[src/rtl/mastermind_core_p_if.sv]
// rtl/mastermind_core_p_if.sv - control, code and score signal bundle for mastermind_core_p
interface mastermind_core_p_if #(
  parameter int NPEGS       = 4,
  parameter int CW          = 3,
  parameter int MAX_GUESSES = 6
);
  localparam int IW = ($clog2(NPEGS) > 1) ? $clog2(NPEGS) : 1;
  localparam int GW = ($clog2(MAX_GUESSES) > 1) ? $clog2(MAX_GUESSES) : 1;
  localparam int SW = $clog2(NPEGS + 1);

  logic                  start;
  logic [NPEGS*CW-1:0]   correct_answer;
  logic [CW-1:0]         current_color;
  logic                  confirm_color;
  logic                  check_guess;
  logic                  BtnL;
  logic                  BtnR;
  logic [IW-1:0]         index;
  logic [GW-1:0]         guess_num;
  logic [NPEGS*CW-1:0]   current_guess;
  logic [SW-1:0]         exact_cnt;
  logic [SW-1:0]         partial_cnt;
  logic                  score_valid;
  logic                  q_Start;
  logic                  q_Input;
  logic                  q_Score;
  logic                  q_Check;
  logic                  q_DoneC;
  logic                  q_DoneNC;

  modport master (
    output start, correct_answer, current_color, confirm_color, check_guess, BtnL, BtnR,
    input  index, guess_num, current_guess, exact_cnt, partial_cnt, score_valid,
    input  q_Start, q_Input, q_Score, q_Check, q_DoneC, q_DoneNC
  );

  modport slave (
    input  start, correct_answer, current_color, confirm_color, check_guess, BtnL, BtnR,
    output index, guess_num, current_guess, exact_cnt, partial_cnt, score_valid,
    output q_Start, q_Input, q_Score, q_Check, q_DoneC, q_DoneNC
  );
endinterface

[src/rtl/mastermind_core_p.sv]
// rtl/mastermind_core_p.sv - parametrised Mastermind controller with black/white-peg scoring
module mastermind_core_p #(
  parameter int NPEGS         = 4,
  parameter int CW            = 3,
  parameter int MAX_GUESSES   = 6,
  parameter int CLEAR_ON_NEXT = 1
) (
  input  logic              Clk,
  input  logic              Reset,
  mastermind_core_p_if.slave bus
);
  localparam int IW = ($clog2(NPEGS) > 1) ? $clog2(NPEGS) : 1;
  localparam int GW = ($clog2(MAX_GUESSES) > 1) ? $clog2(MAX_GUESSES) : 1;
  localparam int SW = $clog2(NPEGS + 1);
  localparam int DW = NPEGS * CW;

  localparam logic [IW-1:0] IDX_MAX    = IW'(NPEGS - 1);
  localparam logic [GW-1:0] LAST_GUESS = GW'(MAX_GUESSES - 1);
  localparam logic [CW-1:0] COL_FIRST  = CW'(1);
  localparam logic [CW-1:0] COL_LAST   = '1;
  localparam logic [SW-1:0] ALL_EXACT  = SW'(NPEGS);

  typedef enum logic [2:0] {
    S_START, S_INPUT, S_SCORE, S_CHECK, S_DONEC, S_DONENC
  } state_t;

  state_t          state_q, state_d;
  logic [DW-1:0]   target_q, target_d;
  logic [DW-1:0]   guess_q, guess_d;
  logic [IW-1:0]   index_q, index_d;
  logic [GW-1:0]   guess_num_q, guess_num_d;
  logic [SW-1:0]   exact_q, exact_d;
  logic [SW-1:0]   partial_q, partial_d;
  logic            score_valid_q, score_valid_d;
  logic [CW-1:0]   color_q, color_d;
  logic [SW-1:0]   exact_acc_q, exact_acc_d;
  logic [SW-1:0]   match_acc_q, match_acc_d;

  logic            all_filled;
  logic [SW-1:0]   exact_now;
  logic [SW-1:0]   cnt_guess;
  logic [SW-1:0]   cnt_target;
  logic [SW-1:0]   min_cnt;
  logic [SW-1:0]   exact_use;
  logic [SW-1:0]   match_sum;

  // Per-peg scan: fill status, positional matches, and occurrences of the colour under scan.
  always_comb begin
    all_filled = 1'b1;
    exact_now  = '0;
    cnt_guess  = '0;
    cnt_target = '0;
    for (int i = 0; i < NPEGS; i++) begin
      if (guess_q[i*CW +: CW] == '0) all_filled = 1'b0;
      if (guess_q[i*CW +: CW] == target_q[i*CW +: CW]) exact_now = exact_now + SW'(1);
      if (guess_q[i*CW +: CW] == color_q) cnt_guess = cnt_guess + SW'(1);
      if (target_q[i*CW +: CW] == color_q) cnt_target = cnt_target + SW'(1);
    end
    min_cnt   = (cnt_guess < cnt_target) ? cnt_guess : cnt_target;
    // Exact count is taken on the first scoring cycle; later cycles reuse the stored value.
    exact_use = (color_q == COL_FIRST) ? exact_now : exact_acc_q;
    match_sum = match_acc_q + min_cnt;
  end

  // Next-state and datapath updates for every game phase.
  always_comb begin
    state_d       = state_q;
    target_d      = target_q;
    guess_d       = guess_q;
    index_d       = index_q;
    guess_num_d   = guess_num_q;
    exact_d       = exact_q;
    partial_d     = partial_q;
    score_valid_d = 1'b0;
    color_d       = color_q;
    exact_acc_d   = exact_acc_q;
    match_acc_d   = match_acc_q;
    case (state_q)
      S_START: begin
        target_d    = bus.correct_answer;
        guess_d     = '0;
        index_d     = '0;
        guess_num_d = '0;
        exact_d     = '0;
        partial_d   = '0;
        state_d     = S_INPUT;
      end
      S_INPUT: begin
        if (bus.check_guess && all_filled) begin
          color_d     = COL_FIRST;
          exact_acc_d = '0;
          match_acc_d = '0;
          state_d     = S_SCORE;
        end else begin
          // The colour write uses the cursor position from before this cycle's move.
          if (bus.confirm_color) guess_d[int'(index_q)*CW +: CW] = bus.current_color;
          if (bus.BtnR && !bus.BtnL && index_q != IDX_MAX) index_d = index_q + IW'(1);
          else if (bus.BtnL && !bus.BtnR && index_q != '0) index_d = index_q - IW'(1);
        end
      end
      S_SCORE: begin
        exact_acc_d = exact_use;
        match_acc_d = match_sum;
        color_d     = color_q + CW'(1);
        if (color_q == COL_LAST) begin
          exact_d       = exact_use;
          partial_d     = match_sum - exact_use;
          score_valid_d = 1'b1;
          state_d       = S_CHECK;
        end
      end
      S_CHECK: begin
        if (exact_q == ALL_EXACT) begin
          state_d = S_DONEC;
        end else if (guess_num_q == LAST_GUESS) begin
          state_d = S_DONENC;
        end else begin
          guess_num_d = guess_num_q + GW'(1);
          index_d     = '0;
          if (CLEAR_ON_NEXT != 0) guess_d = '0;
          state_d     = S_INPUT;
        end
      end
      S_DONEC, S_DONENC: begin
        if (bus.start) state_d = S_START;
      end
      default: state_d = S_START;
    endcase
  end

  // State and datapath registers, cleared asynchronously.
  always_ff @(posedge Clk or posedge Reset) begin
    if (Reset) begin
      state_q       <= S_START;
      target_q      <= '0;
      guess_q       <= '0;
      index_q       <= '0;
      guess_num_q   <= '0;
      exact_q       <= '0;
      partial_q     <= '0;
      score_valid_q <= 1'b0;
      color_q       <= '0;
      exact_acc_q   <= '0;
      match_acc_q   <= '0;
    end else begin
      state_q       <= state_d;
      target_q      <= target_d;
      guess_q       <= guess_d;
      index_q       <= index_d;
      guess_num_q   <= guess_num_d;
      exact_q       <= exact_d;
      partial_q     <= partial_d;
      score_valid_q <= score_valid_d;
      color_q       <= color_d;
      exact_acc_q   <= exact_acc_d;
      match_acc_q   <= match_acc_d;
    end
  end

  assign bus.index         = index_q;
  assign bus.guess_num     = guess_num_q;
  assign bus.current_guess = guess_q;
  assign bus.exact_cnt     = exact_q;
  assign bus.partial_cnt   = partial_q;
  assign bus.score_valid   = score_valid_q;
  assign bus.q_Start       = (state_q == S_START);
  assign bus.q_Input       = (state_q == S_INPUT);
  assign bus.q_Score       = (state_q == S_SCORE);
  assign bus.q_Check       = (state_q == S_CHECK);
  assign bus.q_DoneC       = (state_q == S_DONEC);
  assign bus.q_DoneNC      = (state_q == S_DONENC);
endmodule

[src/flat_wrapper.sv]
// flat-port wrapper written by rule: the top's interface ports become plain ports
module mastermind_core_p_flat 
#(
  parameter int NPEGS         = 4,
  parameter int CW            = 3,
  parameter int MAX_GUESSES   = 6,
  parameter int CLEAR_ON_NEXT = 1
)
  (Clk, Reset, bus_start, bus_correct_answer, bus_current_color, bus_confirm_color, bus_check_guess, bus_BtnL, bus_BtnR, bus_index, bus_guess_num, bus_current_guess, bus_exact_cnt, bus_partial_cnt, bus_score_valid, bus_q_Start, bus_q_Input, bus_q_Score, bus_q_Check, bus_q_DoneC, bus_q_DoneNC);
  mastermind_core_p_if #(.NPEGS(NPEGS), .CW(CW), .MAX_GUESSES(MAX_GUESSES)) bus_i ();
  input  logic Clk;
  input  logic Reset;
  input wire logic [$bits(bus_i.start)-1:0] bus_start;
  input wire logic [$bits(bus_i.correct_answer)-1:0] bus_correct_answer;
  input wire logic [$bits(bus_i.current_color)-1:0] bus_current_color;
  input wire logic [$bits(bus_i.confirm_color)-1:0] bus_confirm_color;
  input wire logic [$bits(bus_i.check_guess)-1:0] bus_check_guess;
  input wire logic [$bits(bus_i.BtnL)-1:0] bus_BtnL;
  input wire logic [$bits(bus_i.BtnR)-1:0] bus_BtnR;
  output wire logic [$bits(bus_i.index)-1:0] bus_index;
  output wire logic [$bits(bus_i.guess_num)-1:0] bus_guess_num;
  output wire logic [$bits(bus_i.current_guess)-1:0] bus_current_guess;
  output wire logic [$bits(bus_i.exact_cnt)-1:0] bus_exact_cnt;
  output wire logic [$bits(bus_i.partial_cnt)-1:0] bus_partial_cnt;
  output wire logic [$bits(bus_i.score_valid)-1:0] bus_score_valid;
  output wire logic [$bits(bus_i.q_Start)-1:0] bus_q_Start;
  output wire logic [$bits(bus_i.q_Input)-1:0] bus_q_Input;
  output wire logic [$bits(bus_i.q_Score)-1:0] bus_q_Score;
  output wire logic [$bits(bus_i.q_Check)-1:0] bus_q_Check;
  output wire logic [$bits(bus_i.q_DoneC)-1:0] bus_q_DoneC;
  output wire logic [$bits(bus_i.q_DoneNC)-1:0] bus_q_DoneNC;
  assign bus_i.start = bus_start;
  assign bus_i.correct_answer = bus_correct_answer;
  assign bus_i.current_color = bus_current_color;
  assign bus_i.confirm_color = bus_confirm_color;
  assign bus_i.check_guess = bus_check_guess;
  assign bus_i.BtnL = bus_BtnL;
  assign bus_i.BtnR = bus_BtnR;
  assign bus_index = bus_i.index;
  assign bus_guess_num = bus_i.guess_num;
  assign bus_current_guess = bus_i.current_guess;
  assign bus_exact_cnt = bus_i.exact_cnt;
  assign bus_partial_cnt = bus_i.partial_cnt;
  assign bus_score_valid = bus_i.score_valid;
  assign bus_q_Start = bus_i.q_Start;
  assign bus_q_Input = bus_i.q_Input;
  assign bus_q_Score = bus_i.q_Score;
  assign bus_q_Check = bus_i.q_Check;
  assign bus_q_DoneC = bus_i.q_DoneC;
  assign bus_q_DoneNC = bus_i.q_DoneNC;
  mastermind_core_p #(.NPEGS(NPEGS), .CW(CW), .MAX_GUESSES(MAX_GUESSES), .CLEAR_ON_NEXT(CLEAR_ON_NEXT)) u_core (.Clk(Clk), .Reset(Reset), .bus(bus_i));
endmodule
[config.mk]
export PLATFORM = sky130hd
export DESIGN_NAME = mastermind_core_p_flat
export DESIGN_NICKNAME = d
export VERILOG_FILES = /design/src/rtl/mastermind_core_p_if.sv /design/src/rtl/mastermind_core_p.sv /design/src/flat_wrapper.sv
export SDC_FILE = /design/constraint.sdc
export NUM_CORES = 1
export LEC_CHECK = 0
export CORE_UTILIZATION = 50
export CTS_CLUSTER_DIAMETER = 100
export DETAILED_ROUTE_END_ITERATION = 7
export GPL_ROUTABILITY_DRIVEN = 0
export PLACE_DENSITY = 0.76
export SYNTH_ARGS = -nofsm -noshare
export SYNTH_HDL_FRONTEND = slang
export SYNTH_SLANG_ARGS = --single-unit
export TNS_END_PERCENT = 30
[constraint.sdc]
create_clock -name Clk -period 5.64 [get_ports Clk]
set_clock_uncertainty 0.15 [all_clocks]
set_input_delay 0.846 -clock Clk [delete_from_list [all_inputs] [get_ports Clk]]
set_output_delay 0.846 -clock Clk [all_outputs]
set_load 0.01 [all_outputs]
==> results of run 1 <==
-- metrics by stage --
stage / setup TNS (ns) / hold slack (ns)
2_1_floorplan: 0 / 0.304
3_3_place_gp: 0 / 0.322
3_5_place_dp: -0.0434 / 0.326
4_1_cts: 0 / 0.352
5_1_grt: 0 / 0.380
6_report: 0 / 0.348
-- cells by family after synthesis --
logic type	Yosys count	synth area share, %
simple gates	141	20.0
compound gates	58	12.0
xor+xnor	50	12.6
buf+inv	49	6.28
flops	48	34.6
fa+ha+maj	26	9.81
mux	16	4.62
-- power by group through the flow --
stage          Clock (mW)  Sequential [mW]  Combinational, mW
5_1_grt             0.216            0.644               2.42
2_1_floorplan           0            0.596               1.49
3_5_place_dp            0            0.617               1.93
4_1_cts             0.201            0.613               2.05
3_3_place_gp            0            0.617               1.87
6_report            0.198            0.629               2.15
-- final cells by class --
class / instances / area (sq um)
tap: 77 / 96.3
sequential: 48 / 1200
timing repair buffer: 63 / 601
inverter: 36 / 135
multi-input combinational: 291 / 2150
fill: 543 / 2260
clock buffer: 6 / 72.6
clock inverter: 1 / 5.00
-- sequential cells by signal, indices dropped and copies added (netlist names) --
| signal | cells |
|---|---|
| u_core.bus.current_guess | 12 |
| u_core.target_q | 12 |
| u_core.bus.exact_cnt | 3 |
| u_core.bus.guess_num | 3 |
| u_core.bus.partial_cnt | 3 |
| u_core.color_q | 3 |
| u_core.exact_acc_q | 3 |
| u_core.match_acc_q | 3 |
| u_core.state_q | 3 |
| u_core.bus.index | 2 |
| u_core.bus.score_valid | 1 |
-- metal layers --
metal	track usage (%)	routed length, um
met5	0	0
met3	3.02	239
met2	41.3	4020
met4	8.94	160
met1	30.6	3790
-- repair_timing --
action                                  in CTS  in global routing
gates resized for setup                      6                 17
setup buffers                                1                  1
pin swaps                                    5                  9
endpoints found under the setup margin       1                  1
gates cloned                                 0                  0
endpoints found under the hold margin        0                  0
-- worst max-delay path by stage --
stage	startpoint	to	slack, ns	cells after the start
2_1_floorplan	u_core.color_q[2]	u_core.bus.partial_cnt[2]	0.04	21
3_3_place_gp	u_core.color_q[2]	u_core.bus.partial_cnt[2]	0.1	20
3_5_place_dp	u_core.color_q[2]	u_core.bus.partial_cnt[2]	-0.04	20
4_1_cts	u_core.color_q[2]	u_core.bus.partial_cnt[2]	0.03	21
5_1_grt	u_core.color_q[1]	u_core.bus.partial_cnt[2]	0.02	20
6_report	u_core.color_q[1]	u_core.bus.partial_cnt[2]	0.23	20
-- critical path: stages (launching register included) --
cell,delay (ns)
dfrtp_2,0.48
xnor2_2,0.19
and3_4,0.24
ha_4,0.21
or4_4,0.55
nand2_2,0.09
ha_2,0.17
nand2_2,0.06
xnor2_2,0.17
inv_1,0.07
ha_2,0.18
or4_4,0.53
a2111o_1,0.40
a211oi_2,0.25
fa_1,0.48
fa_2,0.37
xnor2_2,0.16
xnor2_2,0.17
and3_1,0.20
mux2i_1,0.12
nand3_1,0.08
-- placed cells by master (no fill, tap or decap), drive strengths merged, types with 3 or more instances in the layout --
cell | Yosys | final
a31oi | 4 | 4
o21ai | 11 | 11
mux2i | 16 | 16
nor2 | 14 | 14
xnor2 | 39 | 39
ha | 24 | 24
clkdlybuf4s50 | 0 | 51
nand2 | 64 | 64
dfrtp | 48 | 48
nor2b | 3 | 3
a21boi | 3 | 3
xor2 | 11 | 11
o31ai | 7 | 7
and3 | 10 | 10
and2 | 3 | 3
nor3b | 3 | 3
nand3 | 15 | 15
o221ai | 4 | 4
nor4 | 3 | 3
a22o | 3 | 3
and4 | 4 | 4
a21oi | 6 | 6
nand4 | 3 | 3
nand2b | 4 | 4
buf | 8 | 12
clkbuf | 5 | 6
inv | 35 | 35
nor3 | 7 | 7
==> impl_metrics.tcl, run 1 <==
set metrics [dict create \
    status "completed" \
    rows 29 \
    yosysWarnings 0 \
    place_inst 514 \
    p_sw_mw 1.39 \
    whs_path_depth 1 \
    power_mw 2.98 \
    cts-htree-levels 2 \
    p_comb_share_pct 72.2 \
    cp.arrival_ns 5.46 \
    path_class "register to register" \
    p_per_area_mw_per_mm2 697 \
    end_kind "register" \
    synth_area_leader_cell "dfrtp_1" \
    port_buffers 51 \
    postSynthCellCount 388 \
    post-route-cell-area_sq_mm 0.00427 \
    pre_cts_ws_ns -0.0434 \
    ios 52 \
    hold_end "u_core.exact_acc_q[0]" \
    die_h_um 85.3 \
    cp_max_fo 5 \
    synthFlopType "dfrtp_1" \
    synth_nets 436 \
    vias_per_cell 5.72 \
    totalWireLength_um 8210 \
    clkLatencyLatePin_ns 0.31 \
    clock_sinks 48 \
    clkTransAtPathRegs_ns 0.09 \
    die_w_um 85.3 \
    cts_hold_buf 0 \
    cts-root-buf "clkbuf_8" \
    start_kind "register" \
    power_frac_seq_pct 21.1 \
    netlist_area_sq_mm 0.00347 \
    gr-total-overflow 0 \
    dpl.hpwl_um 6210 \
    drcViolationCount 0 \
    hold_viol_final 0 \
    diodes 0 \
    ys_ff_latch 48 \
    min-delay-start "u_core.exact_acc_q[0]" \
    hold_class "register to register" \
    drive_gt1_share_pct 9.89 \
    drv_slew 0 \
    grt_usage_pct 23.8 \
    grt_pass1_vias 3037 \
    required_ns 5.69 \
    intPower_mw 1.59 \
    grt_max_degree 49 \
    wl_per_cell_um 15.7 \
    yosys-top-cells-area "dfrtp_1 35%, xnor2_1 9.8%, ha_1 8.7%, nand2_1 6.9%, mux2i_1 4.6%" \
    synth_edf_count 0 \
    period_share_pct 95.9 \
    p_leak_nw 1.96 \
    worst_slack_ns 0.228 \
    r2r_slack_ns 0.23 \
    antenna_found_initial 0 \
    cts_buffer_depth 2 \
    final-setup-viol-count 0 \
    placed_area_sq_mm 0.00408 \
    fin_cells 522 \
    cap_violations 0 \
    ant_nets 0 \
    vias 2984 \
    clkPwrFrac_pct 6.7 \
    layout.nets 493 \
    worst_pin_slew_ns 0.978 \
    vdd_drop_max_uv 302 \
    async_flop_share_pct 100 \
    yosysMostFrequentCell "nand2_1" \
    ys_top_cells_by_count "64 x nand2_1, 48 x dfrtp_1, 39 x xnor2_1, 35 x inv_1, 24 x ha_1" \
    synth_top_area_share_pct 34.6 \
    cts-buffers-inserted 5 \
    avgSynthCellArea_sq_um 8.94 \
    drtPass1Iterations 4 \
    core_sq_mm 0.00653 \
    start_util_pct 53.1 \
    dieArea_sq_mm 0.00727 \
    max_freq_mhz 185 \
    rsz0062_at_grt "no" \
    max_slew_margin_pct 34.7 \
    grt_pass1_wl_um 13700 \
    drtIter0Drc 192 \
    cts_tree "yes" \
    area_delta_synth_final_pct 23.1 \
    ys_types 55 \
    yosysSeqAreaShare_pct 34.6 \
    utilization_pct 65.3 \
    fin_crit_ns 5.41 \
    r2r-end "u_core.bus.partial_cnt[2]" \
    r2r_cells 20 \
    p_sw_share_pct 46.7 \
    rr_startpoint "u_core.color_q[1]" \
]
No activity file was read; power rests on OpenSTA's default activity.
==> run 2: changes to the inputs <==
--- a/config.mk
+++ b/config.mk
@@ -6,7 +6,7 @@
 export NUM_CORES = 1
 export LEC_CHECK = 0
 export CORE_UTILIZATION = 50
-export CTS_CLUSTER_DIAMETER = 100
+export CTS_CLUSTER_DIAMETER = 200
 export DETAILED_ROUTE_END_ITERATION = 7
 export GPL_ROUTABILITY_DRIVEN = 0
 export PLACE_DENSITY = 0.76
==> results of run 2 <==
Final layout, timing and power as in run 1 (identical DEF).
==> run 3: changes to the inputs <==
--- a/config.mk
+++ b/config.mk
@@ -7,6 +7,7 @@
 export LEC_CHECK = 0
 export CORE_UTILIZATION = 50
 export CTS_CLUSTER_DIAMETER = 200
+export CTS_CLUSTER_SIZE = 25
 export DETAILED_ROUTE_END_ITERATION = 7
 export GPL_ROUTABILITY_DRIVEN = 0
 export PLACE_DENSITY = 0.76
==> results of run 3 <==
Final layout, timing and power as in run 1 (identical DEF).
